File: src/rtl/svc_rv_bram_arb_pkg.sv
// Shared types for the two-master BRAM arbiter (svc_rv_bram_arb).
// Read-owner encoding and the starvation counter width live here.
package svc_rv_bram_arb_pkg;

   localparam int STARVE_CW = 8;

   typedef enum logic [1:0] {
      OWNER_NONE = 2'd0,
      OWNER_M0   = 2'd1,
      OWNER_M1   = 2'd2
   } owner_t;

endpackage

File: src/rtl/svc_rv_bram_arb_pick.sv
// Combinational grant selector for svc_rv_bram_arb; the result is one-hot or zero.
// On contention m0 wins unless m1 is starving or m0 was the last master served.
module svc_rv_bram_arb_pick
   import svc_rv_bram_arb_pkg::*;
(
   input  logic [1:0] req,
   input  logic       starve,
   input  owner_t     last_gnt,
   output logic [1:0] gnt
);

   logic prefer_m1;

   always_comb begin
      gnt       = 2'b00;
      prefer_m1 = starve || (last_gnt == OWNER_M0);
      case (req)
         2'b01:   gnt = 2'b01;
         2'b10:   gnt = 2'b10;
         2'b11:   gnt = prefer_m1 ? 2'b10 : 2'b01;
         default: gnt = 2'b00;
      endcase
   end

endmodule

File: src/rtl/svc_rv_bram_arb.sv
// Two-master arbiter for one single-port, 1-cycle-latency BRAM (m0 = core, m1 = loader).
// Default: m0 priority with an m1 starvation guard; define SVC_RV_BRAM_ARB_RR_EN for round-robin.
module svc_rv_bram_arb
   import svc_rv_bram_arb_pkg::*;
#(
   parameter int AW           = 32,
   parameter int DW           = 32,
   parameter int STARVE_LIMIT = 4
) (
   input  logic            clk,
   input  logic            rst,
   input  logic            m0_req,
   input  logic            m0_we,
   input  logic [AW-1:0]   m0_addr,
   input  logic [DW-1:0]   m0_wdata,
   input  logic [DW/8-1:0] m0_wstrb,
   output logic            m0_gnt,
   output logic            m0_rvalid,
   output logic [DW-1:0]   m0_rdata,
   input  logic            m1_req,
   input  logic            m1_we,
   input  logic [AW-1:0]   m1_addr,
   input  logic [DW-1:0]   m1_wdata,
   input  logic [DW/8-1:0] m1_wstrb,
   output logic            m1_gnt,
   output logic            m1_rvalid,
   output logic [DW-1:0]   m1_rdata,
   output logic            mem_ren,
   output logic [AW-1:0]   mem_raddr,
   input  logic [DW-1:0]   mem_rdata,
   output logic            mem_wen,
   output logic [AW-1:0]   mem_waddr,
   output logic [DW-1:0]   mem_wdata,
   output logic [DW/8-1:0] mem_wstrb
);

   logic [1:0] pick_gnt;
   logic [1:0] gnt;
   logic       starve;
   owner_t     last_gnt;
   owner_t     rd_owner_d, rd_owner_q;

`ifdef SVC_RV_BRAM_ARB_RR_EN
   owner_t last_gnt_d, last_gnt_q;

   assign starve   = 1'b0;
   assign last_gnt = last_gnt_q;

   always_comb begin
      last_gnt_d = last_gnt_q;
      if (gnt[0])      last_gnt_d = OWNER_M0;
      else if (gnt[1]) last_gnt_d = OWNER_M1;
   end

   // Reset to M1 so the first contention after reset goes to m0.
   always_ff @(posedge clk or posedge rst) begin
      if (rst) last_gnt_q <= OWNER_M1;
      else     last_gnt_q <= last_gnt_d;
   end
`else
   localparam logic [STARVE_CW-1:0] LIMIT = STARVE_CW'(STARVE_LIMIT);

   logic [STARVE_CW-1:0] starve_cnt_d, starve_cnt_q;

   assign starve   = (starve_cnt_q == LIMIT);
   assign last_gnt = OWNER_M1;

   always_comb begin
      starve_cnt_d = '0;
      if (m1_req && !gnt[1])
         starve_cnt_d = (starve_cnt_q == LIMIT) ? starve_cnt_q : starve_cnt_q + 1'b1;
   end

   always_ff @(posedge clk or posedge rst) begin
      if (rst) starve_cnt_q <= '0;
      else     starve_cnt_q <= starve_cnt_d;
   end
`endif

   svc_rv_bram_arb_pick u_pick (
      .req      ({m1_req, m0_req}),
      .starve   (starve),
      .last_gnt (last_gnt),
      .gnt      (pick_gnt)
   );

   assign gnt    = pick_gnt & {2{~rst}};
   assign m0_gnt = gnt[0];
   assign m1_gnt = gnt[1];

   always_comb begin
      mem_ren   = 1'b0;
      mem_wen   = 1'b0;
      mem_raddr = '0;
      mem_waddr = '0;
      mem_wdata = '0;
      mem_wstrb = '0;
      if (gnt[0]) begin
         mem_ren   = !m0_we;
         mem_wen   = m0_we;
         mem_raddr = m0_we ? '0 : m0_addr;
         mem_waddr = m0_we ? m0_addr : '0;
         mem_wdata = m0_we ? m0_wdata : '0;
         mem_wstrb = m0_we ? m0_wstrb : '0;
      end else if (gnt[1]) begin
         mem_ren   = !m1_we;
         mem_wen   = m1_we;
         mem_raddr = m1_we ? '0 : m1_addr;
         mem_waddr = m1_we ? m1_addr : '0;
         mem_wdata = m1_we ? m1_wdata : '0;
         mem_wstrb = m1_we ? m1_wstrb : '0;
      end
   end

   always_comb begin
      rd_owner_d = OWNER_NONE;
      if (gnt[0] && !m0_we)      rd_owner_d = OWNER_M0;
      else if (gnt[1] && !m1_we) rd_owner_d = OWNER_M1;
   end

   // Async clear drops any read accepted as reset arrives.
   always_ff @(posedge clk or posedge rst) begin
      if (rst) rd_owner_q <= OWNER_NONE;
      else     rd_owner_q <= rd_owner_d;
   end

   assign m0_rvalid = (rd_owner_q == OWNER_M0);
   assign m1_rvalid = (rd_owner_q == OWNER_M1);
   assign m0_rdata  = mem_rdata;
   assign m1_rdata  = mem_rdata;

endmodule
File: config.mk
export PLATFORM = sky130hd
export DESIGN_NAME = svc_rv_bram_arb
export DESIGN_NICKNAME = d
export VERILOG_FILES = /design/src/rtl/svc_rv_bram_arb_pkg.sv /design/src/rtl/svc_rv_bram_arb_pick.sv /design/src/rtl/svc_rv_bram_arb.sv
export SDC_FILE = /design/constraint.sdc
export NUM_CORES = 1
export LEC_CHECK = 0
export BUFFER_PORTS_ARGS = -buffer_cell sky130_fd_sc_hd__buf_2
export CAP_MARGIN = 20
export CORE_AREA = 3 3 132 134
export CTS_BUF_LIST = sky130_fd_sc_hd__clkbuf_4
export CTS_CLUSTER_SIZE = 8
export DETAILED_ROUTE_END_ITERATION = 8
export DIE_AREA = 0 0 135 137
export GPL_TIMING_DRIVEN = 0
export PLACE_DENSITY = 0.46
export SYNTH_ARGS = -nofsm -noshare
export SYNTH_HDL_FRONTEND = slang
export SYNTH_SLANG_ARGS = --single-unit
File: constraint.sdc
create_clock -name clk -period 3.1 [get_ports clk]
set_clock_uncertainty 0.1 [all_clocks]
set_input_delay 0.155 -clock clk [delete_from_list [all_inputs] [get_ports clk]]
set_output_delay 0.155 -clock clk [all_outputs]
set_load 0.03 [all_outputs]
=== Word-level counts from Yosys, hierarchy flattened ===
Cells that the tools add are included.

* Register bits after elaboration: 10
* Input bits: 174
* Output and inout bits: 170

* Add/subtract/negate cells: 1
* Equality and inequality tests: 7
* Mux-type cells: 26
* Bitwise logic cells: 2
* Reductions and logical operators: 6

{| class="wikitable"
|+ Operators with widths
! cell !! count
|-
| $mux W32 || 12
|-
| $mux W4 || 4
|-
| $mux W8 || 2
|-
| $add A8 B1 Y8 const B || 1
|-
| $eq A8 B3 Y1 const B || 1
|-
| $eq A2 B2 Y1 const B || 3
|-
| $mux W2 || 3
|-
| $pmux W2 S3 || 1
|-
| $eq A2 B1 Y1 const B || 2
|-
| $mux W1 || 4
|-
| $logic_and A1 B1 Y1 || 3
|-
| $logic_not A1 Y1 || 3
|-
| $and A2 B2 Y2 || 1
|-
| $ne A2 B2 Y1 const B || 1
|-
| $not A1 Y1 || 1
|}

=== Longest topological paths before layout ===
Gate-level depths: netlist of run 1.

* Depth in word-level cells: 7
* Mapped depth: 7
* Depth with buffers taken out: 5

=== By module ===
A second synthesis of run 1 with hierarchy kept.

* Cell total of the unflattened synthesis: 255
* Area total of the unflattened synthesis: 2,104.5 µm²

{| class="wikitable"
|+ Modules (own cells, without submodules)
! module !! instances !! cells each !! area each (µm²) !! seq. area each (µm²)
|-
| svc_rv_bram_arb || 1 || 250 || 2,067.0 || 250.2
|-
| svc_rv_bram_arb_pick || 1 || 5 || 37.5 || 0.0
|}

=== Worst setup path after synthesis of run 1 ===
No wires, ideal clock.

* Path kind: reg2out
* From: register starve_cnt_q[0]
* To: output port mem_raddr[22]
* Arrival time: 1.868 ns
* Setup slack: 0.977 ns
* Stages on the path, launching flop included: 8
* Path buffers: 2
* Cell sequence: dfrtp_1 > inv_1 > ha_1 > and4bb_2 > a21boi_1 > buf_2 > buf_2 > o2bb2ai_1

* Word-level cells in the longest chain between the ends: 6

{| class="wikitable"
|+ Ends and longest elaborated chain
! element !! line !! text
|-
| from (decl) || svc_rv_bram_arb.sv:63 || <nowiki>logic [STARVE_CW-1:0] starve_cnt_d, starve_cnt_q;</nowiki>
|-
| from (signal assigned) || svc_rv_bram_arb.sv:76 || <nowiki>else starve_cnt_q <= starve_cnt_d;</nowiki>
|-
| $eq A8 B3 Y1 (*) || svc_rv_bram_arb.sv:65 || <nowiki>assign starve = (starve_cnt_q == LIMIT);</nowiki>
|-
| $mux W2 (*) || svc_rv_bram_arb_pick.sv:20 || <nowiki>2'b11: gnt = prefer_m1 ? 2'b10 : 2'b01;</nowiki>
|-
| $pmux W2 S3 (*) || svc_rv_bram_arb_pick.sv:17 || <nowiki>case (req)</nowiki>
|-
| $and A2 B2 Y2 (*) || svc_rv_bram_arb.sv:87 || <nowiki>assign gnt = pick_gnt & {2{~rst}};</nowiki>
|-
| $mux W32 || svc_rv_bram_arb.sv:105 || <nowiki>end else if (gnt[1]) begin</nowiki>
|-
| $mux W32 (*) || svc_rv_bram_arb.sv:98 || <nowiki>if (gnt[0]) begin</nowiki>
|-
| to (decl) || svc_rv_bram_arb.sv:29 || <nowiki>output logic [AW-1:0] mem_raddr,</nowiki>
|}

Every way passes the cells marked *; elsewhere a longest branch is shown, timed or not.

=== Worst setup path after layout of run 1 ===
* From: register starve_cnt_q[0]
* To: output port mem_waddr[22]

* Word-level cells in the longest chain between the ends: 6

{| class="wikitable"
|+ Ends and longest elaborated chain
! element !! line !! text
|-
| $eq A8 B3 Y1 (*) || svc_rv_bram_arb.sv:65 ||
|-
| $mux W2 (*) || svc_rv_bram_arb_pick.sv:20 ||
|-
| $pmux W2 S3 (*) || svc_rv_bram_arb_pick.sv:17 ||
|-
| $and A2 B2 Y2 (*) || svc_rv_bram_arb.sv:87 ||
|-
| $mux W32 || svc_rv_bram_arb.sv:105 ||
|-
| $mux W32 (*) || svc_rv_bram_arb.sv:98 ||
|-
| to (decl) || svc_rv_bram_arb.sv:32 || <nowiki>output logic [AW-1:0] mem_waddr,</nowiki>
|}

Marked as above.

==> impl_metrics.py, run 1 <==
metrics = {
    "place": {
        "dpl.hpwl_um": 12850,
        "routabilityCongestion": 0.7487,
        "place_ws_ns": 0.4576,
        "port_buffers": 310,
    },
    "clock_network": {
        "clk_latency_ns": 0.27,
        "post_cts_buffers": 0,
        "cts_tree": "done",
        "clockBufferDepth": 2,
        "cts-root-buf": "clkbuf_4",
        "numCtsBuffers": 3,
        "htree_levels": 1,
        "clk_pin_slew_ns": 0.07,
        "clock-sinks": 10,
    },
    "drt": {
        "vias": 4145,
        "routed_wl_um": 15460,
        "wire_per_inst_um": 16.97,
        "route.detailed.drc": 0,
        "firstDrtPassIters": 4,
        "via_per_inst": 4.550,
        "drt_iter0_markers": 161,
        "antenna_left": 0,
    },
    "run": {
        "maxCapViolCount": 0,
    },
    "synth": {
        "avgSynthCellArea_um2": 7.411,
        "syn_nets": 552,
        "synth_edf_count": 0,
        "synth_area_um2": 2786,
        "ys_warn_count": 0,
        "synth_cell_type_count": 37,
        "async_reset_ff_frac": 1.000,
        "synth-seq-cells": 10,
        "synth_ff_type": "dfrtp_1",
        "yosysSeqAreaShare": 0.08981,
        "synth_cells": 376,
    },
    "timing": {
        "fin_tns_setup_ns": 0,
        "setup_ws_ns": 0.2009,
        "hold_violations": 0,
        "worstMarginPinSlew_ns": 0.6248,
        "relSlewSlack": 0.5834,
        "setup_viol": 0,
        "fin_crit_ns": 2.899,
        "rsz0062_at_grt": "no",
        "fin_crit_sh": 0.9352,
        "hold_slack_ns": 0.1817,
        "maxSlewViolCount": 0,
        "fmax_mhz": 344.9,
    },
    "worst_setup_path": {
        "crit_slowest_cell": "dfrtp_1",
        "reg2regPathDepth": 7,
        "cpMostUsedCell": "buf_2",
        "worstPathBufferInverterCount": 4,
        "r2r_slack_ns": 0.85,
        "end_kind": "primary output",
        "critical_path_required_ns": 2.84,
        "startpoint_type": "register",
        "worstPathArrival_ns": 2.64,
        "crit_family": "buffers and inverters",
        "reg2reg_from": "starve_cnt_q[0]",
        "crit_cells": 8,
        "r2r-end": "rd_owner_q[1]",
        "crit_path_max_incr_delay_ns": 0.46,
        "crit_fanout": 10,
        "endpoint": "mem_waddr[22]",
        "path_cells": "inv_1 > ha_1 > and4bb_2 > a31oi_4 > buf_2 > buf_4 > o2bb2ai_1 > buf_2",
        "crit_start": "starve_cnt_q[0]",
        "path_class": "reg -> out",
    },
    "floorplanning": {
        "die_w_um": 135,
        "num_io_pins": 344,
        "initial_utilization": 0.1698,
        "num_rows": 47,
        "die_y_um": 137,
        "die_area_um2": 18500,
        "core_area_um2": 16410,
    },
    "layout": {
        "nFillCells": 1858,
        "postLayoutCoreUtil": 0.2835,
        "final_common_cell": "buf_2",
        "multiInputGateArea_um2": 1829,
        "nets": 868,
        "synthToLayoutAreaGrowth_pct": 66.95,
        "diodes": 0,
        "most-common-layout-cells": "325 x buf_2, 100 x o2bb2ai_1, 73 x nand3_1",
        "drive_gt1_frac": 0.5818,
        "register_area_um2": 250.2,
    },
    "min_path": {
        "hold_path_class": "in -> reg",
    },
    "power_and_ir_drop": {
        "irDropWorstVdd_mv": 0.07799,
        "power.leakage_nw": 2.305,
        "powerDensity_nw_per_um2": 201.0,
    },
    "grt": {
        "grt_overflow": 0,
        "antenna_found_initial": 0,
        "grt_max_degree": 12,
        "grt_first_pass_wirelength_um": 21960,
        "grt_pass1_vias": 4000,
        "grt_use_total": 0.1474,
    },
    "status": {
        "status": "finished clean",
    },
}
[worst reg2reg max path, cell delays in order (launching register included)]
cell and delay [ns]:
dfrtp_1 0.46, inv_1 0.10, ha_1 0.22, and4bb_2 0.29
a21boi_1 0.29, buf_2 0.33, buf_2 0.28, nor2_1 0.07
[cell type report]
type,count,area share
Buffer,109,0.1493
Clock buffer,3,0.004841
Clock inverter,1,0.0008069
Inverter,4,0.003228
Multi-Input combinational cell,253,0.3932
Sequential cell,10,0.05379
Tap cell,220,0.05917
Timing Repair Buffer,311,0.3357
[flip-flops by register name (all words and copies together) (netlist names)]
signal / cells
starve_cnt_q: 8
rd_owner_q: 2
[stage by stage]
stage                     instances  area, um2  total power (W)
after global placement          906       4613        0.0008435
after global routing            911       4652        0.0009949
after floorplan                 376       2786        0.0005759
final                           911       4652        0.0009349
after detailed placement        906       4613        0.0008439
after CTS                       911       4649        0.0009449
[worst min-delay path by stage]
stage                 from              end  slack [ns]  depth (start not counted)
floorplan              rst    rd_owner_q[0]        -0.1                          1
global placement       rst  starve_cnt_q[0]        0.13                          2
detailed placement     rst  starve_cnt_q[7]        0.13                          2
CTS                 m1_req  starve_cnt_q[6]        0.18                          3
global route        m1_req  starve_cnt_q[6]        0.21                          3
finish              m1_req  starve_cnt_q[7]        0.18                          3
[synthesized netlist by cell type (all sizes together) (2+ instances only)]
master,instances,area share
nand3b,33,0.089
a21oi,7,0.013
nor2,3,0.0040
dfrtp,10,0.090
nor2b,3,0.0067
buf,84,0.22
ha,2,0.0090
o21ai,5,0.0090
inv,4,0.0054
nand2,2,0.0027
o2bb2ai,100,0.31
or3,4,0.0090
clkbuf,25,0.034
nor3,3,0.0072
nand3,73,0.13
[cells by family after synthesis]
group / count (synthesis) / synth area share
AO/OA/AOI/OAI: 121 / 0.3696
XOR/XNOR: 1 / 0.003144
AND/OR/NAND/NOR: 129 / 0.2739
buffers and inverters: 113 / 0.2546
flip-flops: 10 / 0.08981
adder cells (fa/ha/maj): 2 / 0.008979
[metal layers]
metal | up-vias | share of wire | track usage
li1 | 2009 | - | -
met4 | 0 | 0.0078 | 0.01792
met3 | 6 | 0.087 | 0.02904
met5 | - | 0 | 0
met1 | 1913 | 0.41 | 0.1900
met2 | 217 | 0.50 | 0.2624
[where the power goes]
part / internal [W] / total [W] / leakage, nW / switching, W
clock: 0.0000467 / 0.0000988 / 0.0154 / 0.0000522
combinational: 0.000256 / 0.000698 / 2.15 / 0.000442
sequential: 0.000134 / 0.000138 / 0.137 / 0.00000459
[what timing repair did]
| action | in CTS | in global routing |
|---|---|---|
| hold buffers | 1 | 0 |
| resized for setup | 0 | 1 |
| hold endpoints to repair | 10 | 0 |
| setup endpoints to repair | 0 | 37 |
Power figures use the tool's default switching activity.
==> run 2: changes to the inputs <==
ABC_CLOCK_PERIOD_IN_PS = 3100   (was default)
CTS_BUF_LIST = sky130_fd_sc_hd__clkbuf_2 sky130_fd_sc_hd__clkbuf_4 sky130_fd_sc_hd__clkbuf_8   (was sky130_fd_sc_hd__clkbuf_4)
==> run 2 against run 1 <==
First-iteration DRC count grew 39%; worst setup slack gained 0.033 ns; total power grew 7.5%; non-clock buffer count is the same; critical path depth is the same; critical path type unchanged; largest power group unchanged.
==> impl_metrics.py, run 2 (synthesis results as in run 1) <==
metrics = {
    "timing": {
        "hold_slack_ns": 0.2191,
        "relSlewSlack": 0.5931,
        "fin_crit_ns": 2.866,
        "worstMarginPinSlew_ns": 0.6103,
        "setup_viol": 0,
        "maxSlewViolCount": 0,
        "hold_violations": 0,
        "fmax_mhz": 348.9,
        "rsz0062_at_grt": "no",
        "fin_tns_setup_ns": 0,
        "fin_crit_sh": 0.9245,
    },
    "clock_network": {
        "clockBufferDepth": 2,
        "clock-sinks": 10,
        "numCtsBuffers": 3,
        "clk_pin_slew_ns": 0.05,
        "cts_tree": "done",
        "clk_latency_ns": 0.24,
        "post_cts_buffers": 0,
        "cts-root-buf": "clkbuf_8",
        "htree_levels": 1,
    },
    "drt": {
        "firstDrtPassIters": 4,
        "drt_iter0_markers": 224,
        "wirelength_met1_um": 6242,
        "wl_met2_um": 7576,
        "antenna_left": 0,
        "route.detailed.drc": 0,
        "wl_met3_um": 1431,
        "wire_per_inst_um": 16.97,
        "vias": 4153,
        "routed_wl_um": 15460,
        "dr.max_layer_used": "met4",
        "via_per_inst": 4.559,
    },
    "floorplanning": {
        "core_area_um2": 16410,
        "num_io_pins": 344,
        "num_rows": 47,
        "die_w_um": 135,
        "initial_utilization": 0.1698,
        "die_area_um2": 18500,
        "die_y_um": 137,
    },
    "layout": {
        "drive_gt1_frac": 0.5832,
        "most-common-layout-cells": "325 x buf_2, 100 x o2bb2ai_1, 73 x nand3_1",
        "nFillCells": 1857,
        "final_common_cell": "buf_2",
        "synthToLayoutAreaGrowth_pct": 67.98,
        "reg_top3": "starve_cnt_q (8), rd_owner_q (2)",
        "largest_reg_flops": 8,
        "regMostFlops": "starve_cnt_q",
        "nets": 868,
        "diodes": 0,
    },
    "worst_setup_path": {
        "path_cells": "inv_1 > ha_1 > and4bb_2 > a31oi_4 > buf_2 > buf_4 > o2bb2ai_1 > buf_2",
        "crit_family": "buffers and inverters",
        "r2r_slack_ns": 0.85,
        "end_kind": "primary output",
        "path_class": "reg -> out",
        "crit_path_max_incr_delay_ns": 0.45,
        "startpoint_type": "register",
        "reg2reg_from": "starve_cnt_q[0]",
        "worstPathBufferInverterCount": 4,
        "worstPathArrival_ns": 2.61,
        "cpMostUsedCell": "buf_2",
        "crit_fanout": 10,
        "r2r-end": "rd_owner_q[1]",
        "crit_slowest_cell": "dfrtp_1",
        "reg2regPathDepth": 7,
        "critical_path_required_ns": 2.84,
    },
    "place": {
        "port_buffers": 310,
        "routabilityCongestion": 0.7487,
        "dpl.hpwl_um": 12850,
    },
    "grt": {
        "grt_max_degree": 12,
        "antenna_found_initial": 0,
        "grt_first_pass_wirelength_um": 22040,
        "grt_overflow": 0,
        "grt_pass1_vias": 4015,
        "grt_use_total": 0.1485,
    },
    "run": {
        "maxCapViolCount": 0,
    },
    "power_and_ir_drop": {
        "powerDensity_nw_per_um2": 214.7,
        "irDropWorstVdd_mv": 0.08890,
        "power.leakage_nw": 2.318,
    },
    "status": {
        "status": "finished clean",
    },
    "min_path": {
        "min_from": "m1_req",
        "holdPathStages": 3,
        "hold_path_class": "in -> reg",
        "whs_endpoint": "starve_cnt_q[7]",
    },
}
## run 2: cell types whose count changed in the layout (fill, tap and decap cells not counted)
cell,previous run,this run
clkbuf_8,0,4
clkbuf_4,3,0
clkinv_1,1,0
## run 2: worst min-delay path: cells and delay by family
kind / cells / cell delay [ns]
AO/OA/AOI/OAI: 2 / 0.23
buffers and inverters: 1 / 0.13
## run 2: repair_timing
item	4_1_cts	5_1_grt
setup endpoints to repair	0	37
gates resized for setup	0	1
hold buffers	1	0
endpoints found under the hold margin	10	0
## run 2: worst max-delay path by stage
stage	start	to	slack, ns	cells after the start
2_1_floorplan	starve_cnt_q[0]	mem_raddr[22]	0.98	7
3_3_place_gp	starve_cnt_q[0]	mem_waddr[22]	0.44	8
3_5_place_dp	starve_cnt_q[0]	mem_waddr[22]	0.46	8
4_1_cts	rst	mem_wdata[16]	0.06	8
5_1_grt	starve_cnt_q[0]	mem_waddr[25]	0.03	8
6_report	starve_cnt_q[0]	mem_waddr[22]	0.23	8
## run 2: power by group
part	total (W)	switching [W]	leakage (nW)	internal [W]
combinational	0.000697	0.000442	2.15	0.000256
sequential	0.000139	0.00000449	0.137	0.000134
clock	0.000169	0.0000571	0.0288	0.000112
total	0.00101	0.000503	2.32	0.000502
## run 2: area by class of cell
class / instances / area, um2 / share of cell area
buffer: 109 / 694.4 / 0.1484
clock buffer: 4 / 55.05 / 0.01176
inverter: 4 / 15.01 / 0.003208
multi-input combinational: 253 / 1829 / 0.3908
sequential: 10 / 250.2 / 0.05346
tap: 220 / 275.3 / 0.05881
timing repair buffer: 311 / 1562 / 0.3336
## run 2: metrics by stage
stage               area [um2]  setup WS (ns)  std cells  total power (W)  utilization
detailed placement        4613         0.4576        906        0.0008439       0.2812
global placement          4613         0.4445        906        0.0008435       0.2812
CTS                       4678        0.06131        911         0.001017       0.2851
finish                    4681         0.2342        911         0.001005       0.2853
global route              4681        0.03189        911         0.001068       0.2853
floorplan                 2786         0.9766        376        0.0005759            -
## run 2: routing by layer
layer  up-vias  track usage
met5         -            0
met4         0      0.02968
met3        10      0.02904
met2       231       0.2604
met1      1899       0.1902
li1       2013            -
